===== src/rtl/bin_decode_engine_if.sv =====
// Bitstream, bin-request and LPS-calculator signals of the bin decode engine.
// master = requester/bitstream side, slave = engine.
interface bin_decode_engine_if;
   logic       init;
   logic [7:0] bs_data;
   logic       bs_valid;
   logic       bs_ready;
   logic       bin_req;
   logic [7:0] bin_state;
   logic       bin_ready;
   logic [8:0] lps_range;
   logic [7:0] lps_state;
   logic [7:0] lps_in;
   logic       bin_valid;
   logic       bin_val;
   logic       err;

   modport master (
      output init, bs_data, bs_valid, bin_req, bin_state, lps_in,
      input  bs_ready, bin_ready, lps_range, lps_state, bin_valid, bin_val, err
   );

   modport slave (
      input  init, bs_data, bs_valid, bin_req, bin_state, lps_in,
      output bs_ready, bin_ready, lps_range, lps_state, bin_valid, bin_val, err
   );
endinterface


===== src/rtl/bin_decode_engine.sv =====
// Arithmetic bin decoder: 9-bit range/offset engine fed MSB-first from a one-byte bit buffer,
// with an external LPS range lookup driven combinationally from lps_range/lps_state.
module bin_decode_engine (
   input  logic                 clk,
   input  logic                 rst_n,
   bin_decode_engine_if.slave   bus
);

   typedef enum logic [1:0] {IDLE, FILL, READY, RENORM} state_t;

   state_t     state, state_nx;
   logic [8:0] range, range_nx;
   logic [8:0] offset, offset_nx;
   logic [7:0] bbuf, bbuf_nx;
   logic [3:0] bcnt, bcnt_nx;
   logic [3:0] fcnt, fcnt_nx;
   logic       err_q, err_nx;
   logic       valid_q, valid_nx;
   logic       val_q, val_nx;

   logic       bit_avail;
   logic       consume;
   logic [8:0] rmps;
   logic       lps_hit;
   logic [8:0] sh_range;
   logic [8:0] sh_offset;
   logic [8:0] bin_range;
   logic [8:0] bin_offset;

   assign bit_avail  = (bcnt != 4'd0);
   assign rmps       = range - {1'b0, bus.lps_in};
   assign lps_hit    = (offset >= rmps);
   assign sh_range   = {range[7:0], 1'b0};
   assign sh_offset  = {offset[7:0], bbuf[7]};
   assign bin_range  = lps_hit ? {1'b0, bus.lps_in} : rmps;
   assign bin_offset = lps_hit ? (offset - rmps) : offset;

   assign bus.bs_ready  = (bcnt == 4'd0);
   assign bus.bin_ready = (state == READY);
   assign bus.lps_range = range;
   assign bus.lps_state = bus.bin_state;
   assign bus.bin_valid = valid_q;
   assign bus.bin_val   = val_q;
   assign bus.err       = err_q;

   always_ff @(posedge clk or negedge rst_n) begin
      if (!rst_n) begin
         state   <= IDLE;
         range   <= '0;
         offset  <= '0;
         bbuf    <= '0;
         bcnt    <= '0;
         fcnt    <= '0;
         err_q   <= 1'b0;
         valid_q <= 1'b0;
         val_q   <= 1'b0;
      end else begin
         state   <= state_nx;
         range   <= range_nx;
         offset  <= offset_nx;
         bbuf    <= bbuf_nx;
         bcnt    <= bcnt_nx;
         fcnt    <= fcnt_nx;
         err_q   <= err_nx;
         valid_q <= valid_nx;
         val_q   <= val_nx;
      end
   end

   always_comb begin
      state_nx  = state;
      range_nx  = range;
      offset_nx = offset;
      fcnt_nx   = fcnt;
      err_nx    = err_q;
      valid_nx  = 1'b0;
      val_nx    = val_q;
      consume   = 1'b0;

      // init restarts the slice from any state but leaves the bit buffer intact
      if (bus.init) begin
         state_nx  = FILL;
         range_nx  = 9'd510;
         offset_nx = '0;
         fcnt_nx   = '0;
         err_nx    = 1'b0;
      end else begin
         case (state)
            FILL: begin
               if (bit_avail) begin
                  consume   = 1'b1;
                  offset_nx = sh_offset;
                  fcnt_nx   = fcnt + 4'd1;
                  if (fcnt == 4'd8) begin
                     state_nx = READY;
                     if (sh_offset >= 9'd510) err_nx = 1'b1;
                  end
               end
            end
            READY: begin
               if (bus.bin_req) begin
                  valid_nx  = 1'b1;
                  val_nx    = lps_hit ? ~bus.bin_state[7] : bus.bin_state[7];
                  range_nx  = bin_range;
                  offset_nx = bin_offset;
                  if (!bin_range[8]) state_nx = RENORM;
                  else if (bin_offset >= bin_range) err_nx = 1'b1;
               end
            end
            RENORM: begin
               if (bit_avail) begin
                  consume   = 1'b1;
                  range_nx  = sh_range;
                  offset_nx = sh_offset;
                  if (sh_range[8]) begin
                     state_nx = READY;
                     if (sh_offset >= sh_range) err_nx = 1'b1;
                  end
               end
            end
            default: state_nx = IDLE;
         endcase
      end
   end

   // consume requires bcnt > 0 and load requires bcnt == 0, so they never collide
   always_comb begin
      bbuf_nx = bbuf;
      bcnt_nx = bcnt;
      if (consume) begin
         bbuf_nx = {bbuf[6:0], 1'b0};
         bcnt_nx = bcnt - 4'd1;
      end else if (bus.bs_valid && (bcnt == 4'd0)) begin
         bbuf_nx = bus.bs_data;
         bcnt_nx = 4'd8;
      end
   end

endmodule

===== src/flat_wrapper.sv =====
// flat-port wrapper written by rule: the top's interface ports become plain ports
module bin_decode_engine_flat 
  (clk, rst_n, bus_init, bus_bs_data, bus_bs_valid, bus_bin_req, bus_bin_state, bus_lps_in, bus_bs_ready, bus_bin_ready, bus_lps_range, bus_lps_state, bus_bin_valid, bus_bin_val, bus_err);
  bin_decode_engine_if bus_i ();
  input  logic clk;
  input  logic rst_n;
  input wire logic [$bits(bus_i.init)-1:0] bus_init;
  input wire logic [$bits(bus_i.bs_data)-1:0] bus_bs_data;
  input wire logic [$bits(bus_i.bs_valid)-1:0] bus_bs_valid;
  input wire logic [$bits(bus_i.bin_req)-1:0] bus_bin_req;
  input wire logic [$bits(bus_i.bin_state)-1:0] bus_bin_state;
  input wire logic [$bits(bus_i.lps_in)-1:0] bus_lps_in;
  output wire logic [$bits(bus_i.bs_ready)-1:0] bus_bs_ready;
  output wire logic [$bits(bus_i.bin_ready)-1:0] bus_bin_ready;
  output wire logic [$bits(bus_i.lps_range)-1:0] bus_lps_range;
  output wire logic [$bits(bus_i.lps_state)-1:0] bus_lps_state;
  output wire logic [$bits(bus_i.bin_valid)-1:0] bus_bin_valid;
  output wire logic [$bits(bus_i.bin_val)-1:0] bus_bin_val;
  output wire logic [$bits(bus_i.err)-1:0] bus_err;
  assign bus_i.init = bus_init;
  assign bus_i.bs_data = bus_bs_data;
  assign bus_i.bs_valid = bus_bs_valid;
  assign bus_i.bin_req = bus_bin_req;
  assign bus_i.bin_state = bus_bin_state;
  assign bus_i.lps_in = bus_lps_in;
  assign bus_bs_ready = bus_i.bs_ready;
  assign bus_bin_ready = bus_i.bin_ready;
  assign bus_lps_range = bus_i.lps_range;
  assign bus_lps_state = bus_i.lps_state;
  assign bus_bin_valid = bus_i.bin_valid;
  assign bus_bin_val = bus_i.bin_val;
  assign bus_err = bus_i.err;
  bin_decode_engine u_core (.clk(clk), .rst_n(rst_n), .bus(bus_i));
endmodule

===== config.mk =====
export PLATFORM = sky130hd
export DESIGN_NAME = bin_decode_engine_flat
export DESIGN_NICKNAME = d
export VERILOG_FILES = /design/src/rtl/bin_decode_engine_if.sv /design/src/rtl/bin_decode_engine.sv /design/src/flat_wrapper.sv
export SDC_FILE = /design/constraint.sdc
export NUM_CORES = 1
export LEC_CHECK = 0
export ABC_AREA = 0
export CORE_MARGIN = 8
export CORE_UTILIZATION = 35
export CTS_CLUSTER_SIZE = 24
export DETAILED_ROUTE_END_ITERATION = 8
export SLEW_MARGIN = 20
export SYNTH_ARGS = -nofsm -noshare
export SYNTH_HDL_FRONTEND = slang
export SYNTH_SLANG_ARGS = --single-unit

===== constraint.sdc =====
create_clock -name clk -period 11.5 [get_ports clk]
set_input_delay 1.15 -clock clk [delete_from_list [all_inputs] [get_ports clk]]
set_output_delay 1.15 -clock clk [all_outputs]
set_load 0.03 [all_outputs]

* Word level (Yosys, flattened, before mapping) *
Index checks and enable logic that the tools add are counted.

cells by class
  bitwise gates (word level) = 2
  mux-type cells = 43
  add/sub/neg operators = 4
  multiply operators = 0
  shift-type cells = 0
  equal/unequal tests = 15
  reduce and logical (&&, ||, !) cells = 16
  div/mod/pow operators = 0
  magnitude comparators = 4

operator list
  kind                   count
  $mux W9                8
  $pmux W9 S2            2
  $ge A9 B9 Y1           3
  $ne A3 B2 Y1 const B   8
  $mux W4                5
  $mux W1                17
  $mux W8                2
  $mux W2                7
  $reduce_and A10 Y1     1
  $ge A9 B9 Y1 const B   1
  $reduce_and A3 Y1      3
  $sub A9 B8 Y9          1
  $sub A9 B9 Y9          1
  $reduce_bool A4 Y1     2
  $ne A3 B3 Y1 const B   2
  $pmux W2 S3            1
  $reduce_and A6 Y1      1
  $reduce_bool A2 Y1     3
  $reduce_bool A3 Y1     2
  $add A4 B1 Y4 const B  1
  $eq A2 B2 Y1 const B   2
  $eq A4 B4 Y1 const B   1
  $logic_not A4 Y1       1
  $sub A4 B1 Y4 const B  1
  7 further kinds        8

storage, ports and cells
  memory bits (read-only) = 0
  latch bits = 0
  memories = 0
  RAM bits = 0
  word-level logic and storage cells = 93
  output and inout bits = 22
  register bits after elaboration = 39

* Depth between registers and ports, before layout *
Gate-level depths: netlist of the first run.

  depth after elaboration = 9
  depth in mapped cells = 27
  mapped depth without buffers = 25

* Worst setup path after synthesis of the first run *
OpenSTA, ideal clock, no wires.

  path type = input-to-reg
  from = input port bus_lps_in[0]
  to = register u_core.err_q, in the netlist u_core.bus.err
  required time = 11.365 ns
  stages = 26
  data arrival time = 5.727 ns
  path buffers = 2
  path slack = 5.638 ns
  path through = ha_1 -> fa_1 -> nor2b_1 -> o21ai_0 -> nand2b_1 -> xnor2_1 -> ha_1 -> o21ai_0 -> a31oi_1 -> o32ai_2 -> a2bb2oi_4 -> o41a_1 -> buf_6 -> nand2_8 -> buf_12 -> mux2_4 -> ha_1 -> nand2b_1 -> a21o_1 -> a21o_1 -> a21o_1 -> a21o_1 -> a21o_1 -> a2111oi_0 -> o41a_1 -> o22ai_1

between the ends
  longest elaborated chain between the ends = 6
  elaborated cells on any way between the ends = 9

RTL lines
  what                                           RTL line                                          RTL
  start: declaration                             flat_wrapper.sv:12                                input wire logic [$bits(bus_i.lps_in)-1:0] bus_lps_in;
  $sub A9 B8 Y9                                  bin_decode_engine.sv:31                           assign rmps = range - {1'b0, bus.lps_in};
  $sub A9 B9 Y9 or $ge A9 B9 Y1 (tied branches)  bin_decode_engine.sv:36, bin_decode_engine.sv:32
  $mux W9 (on tied branches)                     bin_decode_engine.sv:36, bin_decode_engine.sv:35
  $ge A9 B9 Y1                                   bin_decode_engine.sv:107                          else if (bin_offset >= bin_range) err_nx = 1'b1;
  $ne A3 B2 Y1 (no line)                         n/a
  $reduce_and A10 Y1 (no line) (*)               n/a
  end signal: assignment                         bin_decode_engine.sv:64                           err_q <= err_nx;
  end: declaration                               bin_decode_engine.sv:17                           logic err_q, err_nx;

Every way passes the cells marked *; elsewhere a longest branch is shown, timed or not.
A chain may end at the register's enable or synchronous reset.

* Worst setup path after layout of the first run *
Ends and elaborated chain as after synthesis.

==> flow_summary.json, run 1 <==
{
  "drc": 0,
  "cp-end-kind": "flip-flop",
  "grt_pass1_vias": 2910,
  "comb_power_share": 0.361,
  "dieArea_mm2": 0.0133,
  "finalNetCount": 466,
  "ir_worst_vdd_v": 0.0000746,
  "grt-ovfl-total": 0,
  "multiInputGateArea_mm2": 0.00223,
  "postSynthAreaPerCell_um2": 9.13,
  "hold_path_class": "flip-flop to flip-flop",
  "antenna_left": 0,
  "core-area_mm2": 0.00968,
  "fin_setup_tns_ns": 0,
  "hold_viol": 0,
  "crit-reg2reg-capture": "u_core.bus.err",
  "synth_top_cell_area_share": 0.283,
  "vias_per_cell": 5.18,
  "hold_depth": 2,
  "clk_latency_ns": 0.31,
  "hpwlAfterDp_um": 6480,
  "power_leakage_uw": 0.00188,
  "cts_num_sinks": 39,
  "gp_congestion": 0.824,
  "cpPeakStageDelay_ns": 0.55,
  "yosys.area.top_type": "dfrtp_1",
  "drive_gt1_frac": 0.114,
  "yosys_warnings": 0,
  "syn_to_final_growth_pct": 15.1,
  "synth.distinct_cells": 60,
  "chipWidth_um": 115,
  "pin_count": 51,
  "cts_max_path_buffers": 2,
  "cp.arrival_ns": 6.71,
  "start_kind": "primary input",
  "cpLargestDelayFamily": "compound AO/OA/AOI/OAI gates",
  "synthArstFlopShare": 1.00,
  "whs_endpoint": "u_core.bbuf[5]",
  "path_common_cell": "a21o_1",
  "tritoncts": "built",
  "post_cts_buffers": 0,
  "ys_ff_latch": 39,
  "drt_iter0_drc": 127,
  "cts.clk_slew.worst_paths_ns": 0.09,
  "timing.final.crit_share": 0.570,
  "seqCellArea_um2": 976,
  "power.switching_uw": 181,
  "port_buffers": 36,
  "syn_area_mm2": 0.00345,
  "synth_most_common_cell": "dfrtp_1",
  "grt_max_degree": 40,
  "path_class": "primary input to flip-flop",
  "dr_total_vias": 2770,
  "synth_edf_count": 0,
  "cp_num_cells": 25,
  "fillCellCount": 974,
  "reg2reg_depth": 25,
  "r2r-start": "u_core.bus.lps_range[0]",
  "drt_pass1_iterations": 4,
  "htreeDepth": 2,
  "seqPwrFrac": 0.383,
  "required_ns": 11.65,
  "hold_buffers": 0,
  "maxCapViolations": 0,
  "p_clk_frac": 0.256,
  "synth_cells": 378,
  "critical_path_buf_inv_count": 1,
  "status": "completed",
  "cts-root-buf": "clkbuf_8",
  "worst_pin_slew_ns": 0.927,
  "rows": 36,
  "rsz0062_at_grt": "no",
  "grt_pass1_wl_um": 14600,
  "synth_flop_cell": "dfrtp_1",
  "ctsResizeCount": 0,
  "yosys-top-cells-count": "dfrtp_1, nand2_1, ha_1, inv_1, nor2_1",
  "r2r_slack_ns": 5.72,
  "max-slew-margin-rel": 0.382,
  "power.internal_uw": 307,
  "syn-num-nets": 443,
  "p_per_area_mw_per_mm2": 123,
  "fp.dieH_um": 115,
  "worst-path-max-fanout": 18,
  "n_antenna_cell": 0,
  "min_from": "u_core.bbuf[5]",
  "switching_share": 0.371,
  "crit_slowest_cell": "o41a_1",
  "hold_slack_ns": 0.484,
  "max_freq_mhz": 153,
  "cts_buffers": 5,
  "post_drt_wl_per_cell_um": 16.1,
  "routed_wl_um": 8620,
  "synth_area_leaders": "dfrtp_1, ha_1, mux2_4, nand2_1, xnor2_1",
  "drv_slew": 0,
  "start_util": 0.356,
  "finalCriticalPeriod_ns": 6.56,
  "gr-usage-all-layers": 0.138,
  "ys_seq_area_frac": 0.283,
  "finalSetupViolations": 0,
  "skew_ns": 0.0108,
  "antenna_found_initial": 0
}
metal layers:
layer | vias to the layer above | global-route usage | routed length (um)
li1 | 1388 | - | -
met1 | 1303 | 0.186 | 4080
met2 | 72 | 0.218 | 3860
met3 | 7 | 0.0268 | 602
met4 | 0 | 0.0394 | 80
met5 | - | 0 | 0
cells by family after synthesis:
kind of cell | after synthesis | synth area share
AOI/OAI and AO/OA | 96 | 0.219
DFF | 39 | 0.283
xor gates and xnor gates | 20 | 0.0508
muxes | 18 | 0.0678
and+or+nand+nor | 114 | 0.164
buffers and inverters | 52 | 0.0722
adders and majority gates | 39 | 0.144
state kept, by name (all words and copies together) (netlist names):
signal                count
u_core.bus.err            1
u_core.fcnt               4
u_core.bus.bin_val        1
u_core.bus.lps_range      9
u_core.state              2
u_core.offset             9
u_core.bcnt               4
u_core.bbuf               8
u_core.bus.bin_valid      1
how the worst max path moves through the flow:
stage          slack (ns)             end           from
2_1_floorplan        5.64  u_core.bus.err  bus_lps_in[0]
3_3_place_gp         4.80  u_core.bus.err  bus_lps_in[0]
3_5_place_dp         4.65  u_core.bus.err  bus_lps_in[0]
4_1_cts              4.96  u_core.bus.err  bus_lps_in[0]
5_1_grt              4.57  u_core.bus.err  bus_lps_in[0]
6_report             4.94  u_core.bus.err  bus_lps_in[0]
stage by stage:
step                      cell area, um^2  std cells  utilization  setup WS (ns)  power, uW
after floorplan                      3450        378            -           5.64        322
after global placement               3850        527        0.397           4.80        358
after detailed placement             3850        527        0.397           4.65        364
after CTS                            3960        535        0.409           4.96        492
after global routing                 3970        535        0.410           4.57        525
final                                3970        535        0.410           4.94        487
power groups by stage:
stage	registers [uW]	logic (uW)	clock network, uW
finish	187	176	125
global route	191	200	134
CTS	187	176	129
detailed placement	189	175	0
global placement	188	170	0
floorplan	182	140	0
placed cells by master, fill, tap and decap left out, types with 6 or more instances in the layout:
cell type,count
a221oi_2,7
xor2_1,6
clkdlybuf4s50_1,35
nand2b_1,6
a21oi_1,16
nand2_1,36
dfrtp_1,39
a21o_1,15
nor3_1,11
a22oi_1,7
o21ai_0,19
xnor2_1,14
a31oi_1,6
ha_1,34
nor2_1,29
mux2_4,10
inv_1,31
worst min-delay path, stage by stage (launching register included):
cell and delay, ns:
dfrtp_1 0.35, nand2_1 0.05, nand2_1 0.05
final cells by class:
cell class	count	share of cell area
inverters	31	0.0293
flip-flops and latches	39	0.246
clock buffers	5	0.0173
repair buffers	37	0.0914
clock inverters	3	0.0120
multi-input cells	287	0.562
well taps	133	0.0419
(Power assumes the default switching activity.)
==> inputs of run 2 (changes only) <==
clock period = 5.6 ns   (was 11.5 ns; I/O delays follow)
==> flow_summary.json, run 2 (same netlist as run 1, synthesis figures left out) <==
{
  "vias_per_cell": 5.15,
  "crit_slowest_cell": "clkdlybuf4s50_1",
  "grt_pass1_vias": 3036,
  "gr-usage-all-layers": 0.139,
  "cts_max_path_buffers": 2,
  "hold_buffers": 0,
  "grt_pass1_wl_um": 14700,
  "cpLargestDelayFamily": "compound AO/OA/AOI/OAI gates",
  "cpPeakStageDelay_ns": 0.52,
  "start_util": 0.356,
  "placed_cell_area_mm2": 0.00408,
  "grt-ovfl-total": 0,
  "p_clk_frac": 0.250,
  "dr_total_vias": 2922,
  "timing.final.crit_share": 0.953,
  "drt_iter0_drc": 96,
  "grt_max_degree": 40,
  "rows": 36,
  "status": "completed",
  "r2r_slack_ns": 0.56,
  "p_per_area_mw_per_mm2": 245,
  "final_common_cell": "dfrtp_1",
  "hold_path_class": "primary input to asynchronous set/reset pin",
  "cts-root-buf": "clkbuf_8",
  "syn_to_final_growth_pct": 23.1,
  "max_freq_mhz": 187,
  "drc": 0,
  "path_class": "primary input to flip-flop",
  "tritoncts": "built",
  "drt_pass1_iterations": 4,
  "cts_num_sinks": 39,
  "htreeDepth": 2,
  "comb_power_share": 0.383,
  "skew_ns": 0.0123,
  "cts_buffers": 5,
  "switching_share": 0.368,
  "core-area_mm2": 0.00968,
  "finalCriticalPeriod_ns": 5.34,
  "antenna_left": 0,
  "reg2reg_depth": 25,
  "cts.clk_slew.worst_paths_ns": 0.10,
  "final_cell_mix": "dfrtp_1, nand2_1, clkdlybuf4s50_1",
  "post_drt_wl_per_cell_um": 15.7,
  "antenna_found_initial": 0,
  "hold_slack_ns": 0.381,
  "cp-end-kind": "flip-flop",
  "worst_pin_slew_ns": 0.909,
  "port_buffers": 36,
  "finalNetCount": 498,
  "seqPwrFrac": 0.367,
  "pin_count": 51,
  "power_leakage_uw": 0.00205,
  "gp_congestion": 0.842,
  "start_kind": "primary input",
  "n_antenna_cell": 0,
  "power.internal_uw": 659,
  "crit_path_start": "bus_lps_in[1]",
  "power.switching_uw": 383,
  "crit-reg2reg-capture": "u_core.bus.err",
  "clk_latency_ns": 0.31,
  "r2r-start": "u_core.bus.lps_range[0]",
  "worst-path-max-fanout": 5,
  "ir_worst_vdd_v": 0.000197,
  "dieArea_mm2": 0.0133,
  "drv_slew": 0,
  "fp.dieH_um": 115,
  "critical_path_buf_inv_count": 2,
  "max-slew-margin-rel": 0.394,
  "required_ns": 5.76,
  "final_cell_area_mm2": 0.00425,
  "path_common_cell": "a21o_1",
  "finalSetupViolations": 0,
  "final_util": 0.439,
  "chipWidth_um": 115,
  "maxCapViolations": 0,
  "hold_viol": 0,
  "drive_gt1_frac": 0.191,
  "routed_wl_um": 8890,
  "hpwlAfterDp_um": 6690,
  "cp.arrival_ns": 5.49
}
[run 2: changes by cell type in the layout (fill, tap and decap cells not counted)]
cell	change
a2111oi_0	-1
o21ai_0	-2
xnor2_2	+1
fa_1	-1
o2111ai_1	-1
ha_2	+1
fa_2	+1
xnor2_1	-1
ha_1	-1
buf_4	+32
a2111oi_4	+1
o21ai_1	+2
o2111ai_2	+1
[run 2: power by group through the flow]
stage	clock network (uW)	registers, uW	logic, uW
floorplan	0	373	288
detailed placement	0	388	390
finish	260	383	399
CTS	269	382	393
global placement	0	386	381
global route	280	390	446
[run 2: how the worst max path moves through the flow]
stage / to / slack, ns / depth (start not counted)
6_report: u_core.bus.err / 0.26 / 25
5_1_grt: u_core.bus.err / -0.006 / 25
4_1_cts: u_core.bus.err / 0.01 / 25
3_5_place_dp: u_core.bus.err / -0.28 / 25
3_3_place_gp: u_core.bus.err / -0.15 / 25
2_1_floorplan: u_core.bus.err / 0.23 / 27
[run 2: layer usage]
| layer | GRT usage | share of wire | wire (um) | vias up |
|---|---|---|---|---|
| li1 | - | - | - | 1454 |
| met1 | 0.182 | 0.49 | 4400 | 1386 |
| met2 | 0.228 | 0.45 | 4030 | 76 |
| met3 | 0.0278 | 0.046 | 413 | 6 |
| met4 | 0.0306 | 0.0062 | 55 | 0 |
| met5 | 0 | 0 | 0 | - |
[run 2: area by class of cell]
class,instances,area (um^2)
inverters,31,116
repair buffers,69,603
multi-input cells,287,2270
clock buffers,5,68.8
well taps,133,166
flip-flops and latches,39,976
clock inverters,3,47.5
fillers,969,5440
[run 2: timing repair]
item,4_1_cts,5_1_grt
buffers inserted,0,1
resized for setup,0,9
setup endpoints to repair,0,1
[run 2: per-stage QoR]
| step | total power [uW] | TNS, ns | setup WS [ns] | cells |
|---|---|---|---|---|
| 6_report | 1040 | 0 | 0.264 | 567 |
| 5_1_grt | 1120 | -0.00619 | -0.00619 | 567 |
| 4_1_cts | 1040 | 0 | 0.0128 | 566 |
| 3_5_place_dp | 778 | -0.284 | -0.284 | 558 |
| 3_3_place_gp | 767 | -0.150 | -0.150 | 558 |
| 2_1_floorplan | 661 | 0 | 0.234 | 378 |
==> inputs of run 3 (changes only) <==
ABC_AREA = 1   (was 0)
==> flow_summary.json, run 3 <==
{
  "status": "completed",
  "power.internal_uw": 1320,
  "htreeDepth": 2,
  "final_common_cell": "nand2_1",
  "drv_slew": 0,
  "cp-end-kind": "flip-flop",
  "drt_iter0_drc": 181,
  "drive_gt1_frac": 0.107,
  "fp.dieH_um": 119,
  "ys_seq_area_frac": 0.262,
  "tritoncts": "built",
  "p_per_area_mw_per_mm2": 716,
  "syn_to_final_growth_pct": 13.5,
  "crit_slowest_cell": "clkdlybuf4s50_1",
  "rows": 37,
  "synthArstFlopShare": 1.00,
  "post_drt_wl_per_cell_um": 14.6,
  "cts_num_sinks": 39,
  "gr-usage-all-layers": 0.146,
  "port_buffers": 36,
  "reg2reg_depth": 29,
  "switching_share": 0.563,
  "maxCapViolations": 0,
  "cts-root-buf": "clkbuf_8",
  "chipWidth_um": 119,
  "required_ns": 5.80,
  "syn_area_mm2": 0.00373,
  "final_cell_mix": "nand2_1, inv_1, nand3_1",
  "yosys-top-cells-count": "nand2_1, inv_1, nand3_1, dfrtp_1, ha_1",
  "ys_ff_latch": 39,
  "synth_top_cell_area_share": 0.262,
  "max_freq_mhz": 199,
  "drt_pass1_iterations": 4,
  "cpLargestDelayFamily": "simple AND/OR/NAND/NOR gates",
  "routed_wl_um": 10200,
  "p_clk_frac": 0.064,
  "antenna_left": 0,
  "cp.arrival_ns": 5.21,
  "syn-num-nets": 599,
  "vias_per_cell": 5.21,
  "postSynthAreaPerCell_um2": 6.98,
  "antenna_found_initial": 0,
  "seqPwrFrac": 0.179,
  "fillCellCount": 1070,
  "core-area_mm2": 0.0103,
  "dieArea_mm2": 0.0142,
  "finalSetupViolations": 0,
  "synth_most_common_cell": "nand2_1",
  "synth_flop_cell": "dfrtp_1",
  "p_total_uw": 3030,
  "synth_cells": 534,
  "synth.distinct_cells": 42,
  "start_kind": "primary input",
  "hold_buffers": 0,
  "critical_path_buf_inv_count": 4,
  "grt_pass1_wl_um": 17200,
  "pin_count": 51,
  "cp_num_cells": 29,
  "yosys.area.top_type": "dfrtp_1",
  "grt_max_degree": 40,
  "cts.clk_slew.worst_paths_ns": 0.08,
  "grt_pass1_vias": 3568,
  "multiInputGateArea_mm2": 0.00230,
  "synth_area_leaders": "dfrtp_1, nand2_1, ha_1, inv_1, nand3_1",
  "hold_viol": 0,
  "hpwlAfterDp_um": 8190,
  "ctsResizeCount": 0,
  "yosys_warnings": 0,
  "finalCriticalPeriod_ns": 5.01,
  "cpPeakStageDelay_ns": 0.44,
  "n_antenna_cell": 0,
  "clk_latency_ns": 0.30,
  "seqCellArea_um2": 976,
  "hold_path_class": "primary input to asynchronous set/reset pin",
  "timing.final.crit_share": 0.895,
  "post_cts_buffers": 0,
  "power_leakage_uw": 0.00214,
  "fin_setup_tns_ns": 0,
  "cts_max_path_buffers": 2,
  "synth_edf_count": 0,
  "worst_pin_slew_ns": 0.883,
  "dp_worst_setup_slack_ns": 0.305,
  "worst-path-max-fanout": 24,
  "skew_ns": 0.0124,
  "cts_buffers": 5,
  "gp_congestion": 0.908,
  "max-slew-margin-rel": 0.411,
  "rsz0062_at_grt": "no",
  "dr_total_vias": 3642,
  "grt-ovfl-total": 0,
  "finalNetCount": 627,
  "start_util": 0.361,
  "comb_power_share": 0.757,
  "ir_worst_vdd_v": 0.000216,
  "path_class": "primary input to flip-flop",
  "path_common_cell": "nand2_1",
  "hold_slack_ns": 0.372,
  "drc": 0,
  "power.switching_uw": 1700,
  "setup_slack_ns": 0.586
}
[run 3: stage by stage]
stage	std cells	util	cell area, um^2
5_1_grt	699	0.410	4230
3_5_place_dp	691	0.402	4150
4_1_cts	699	0.410	4230
6_report	699	0.410	4230
2_1_floorplan	534	-	3730
3_3_place_gp	691	0.402	4150
[run 3: path summary, 6_finish.rpt]
| path | from | endpoint | slack, ns |
|---|---|---|---|
| setup reg to reg | u_core.bus.lps_range[0] | u_core.bus.err | 0.77 |
| hold / removal | rst_n | u_core.bcnt[1] | 0.37 |
| max in group asynchronous | rst_n | u_core.bbuf[7] | 4.67 |
| setup / recovery | bus_lps_in[0] | u_core.bus.err | 0.59 |
| min in group clk | u_core.bus.err | u_core.bus.err | 0.51 |
| hold reg to reg | u_core.bus.err | u_core.bus.err | 0.51 |
[run 3: cell type report]
type / count / area share
multi-input combinational: 390 / 0.544
sequential: 39 / 0.231
timing repair buffer: 37 / 0.0858
inverter: 89 / 0.0790
tap: 136 / 0.0402
clock buffer: 6 / 0.0172
clock inverter: 2 / 0.00296
[run 3: worst register-to-register path, delay by kind of cell, from the launching register on]
kind	cells	cell delay [ns]
and+or+nand+nor	18	2.00
adders and majority gates	4	1.31
AOI/OAI and AO/OA	2	0.45
DFF	1	0.40
buffers and inverters	4	0.33
xor gates and xnor gates	1	0.22
[run 3: metal layers]
metal / vias to the layer above / track usage / share of wire
met5: - / 0 / 0
met4: 0 / 0.0458 / 0.021
met3: 20 / 0.0279 / 0.071
met2: 114 / 0.237 / 0.45
met1: 1708 / 0.191 / 0.46
li1: 1800 / - / -
[run 3: power by group through the flow]
stage	registers [uW]	logic, uW	clock network (uW)
after floorplan	565	1730	0
after global placement	545	2260	0
after detailed placement	547	2270	0
after CTS	542	2290	198
after global routing	561	2600	209
final	543	2290	194
[run 3: kinds of logic after synthesis]
family | Yosys count | share of synthesized area
AND/OR/NAND/NOR | 258 | 0.333
buffers and inverters | 105 | 0.121
AO/OA/AOI/OAI | 88 | 0.141
flip-flops | 39 | 0.262
adder cells (fa/ha/maj) | 36 | 0.125
XOR/XNOR | 8 | 0.0188
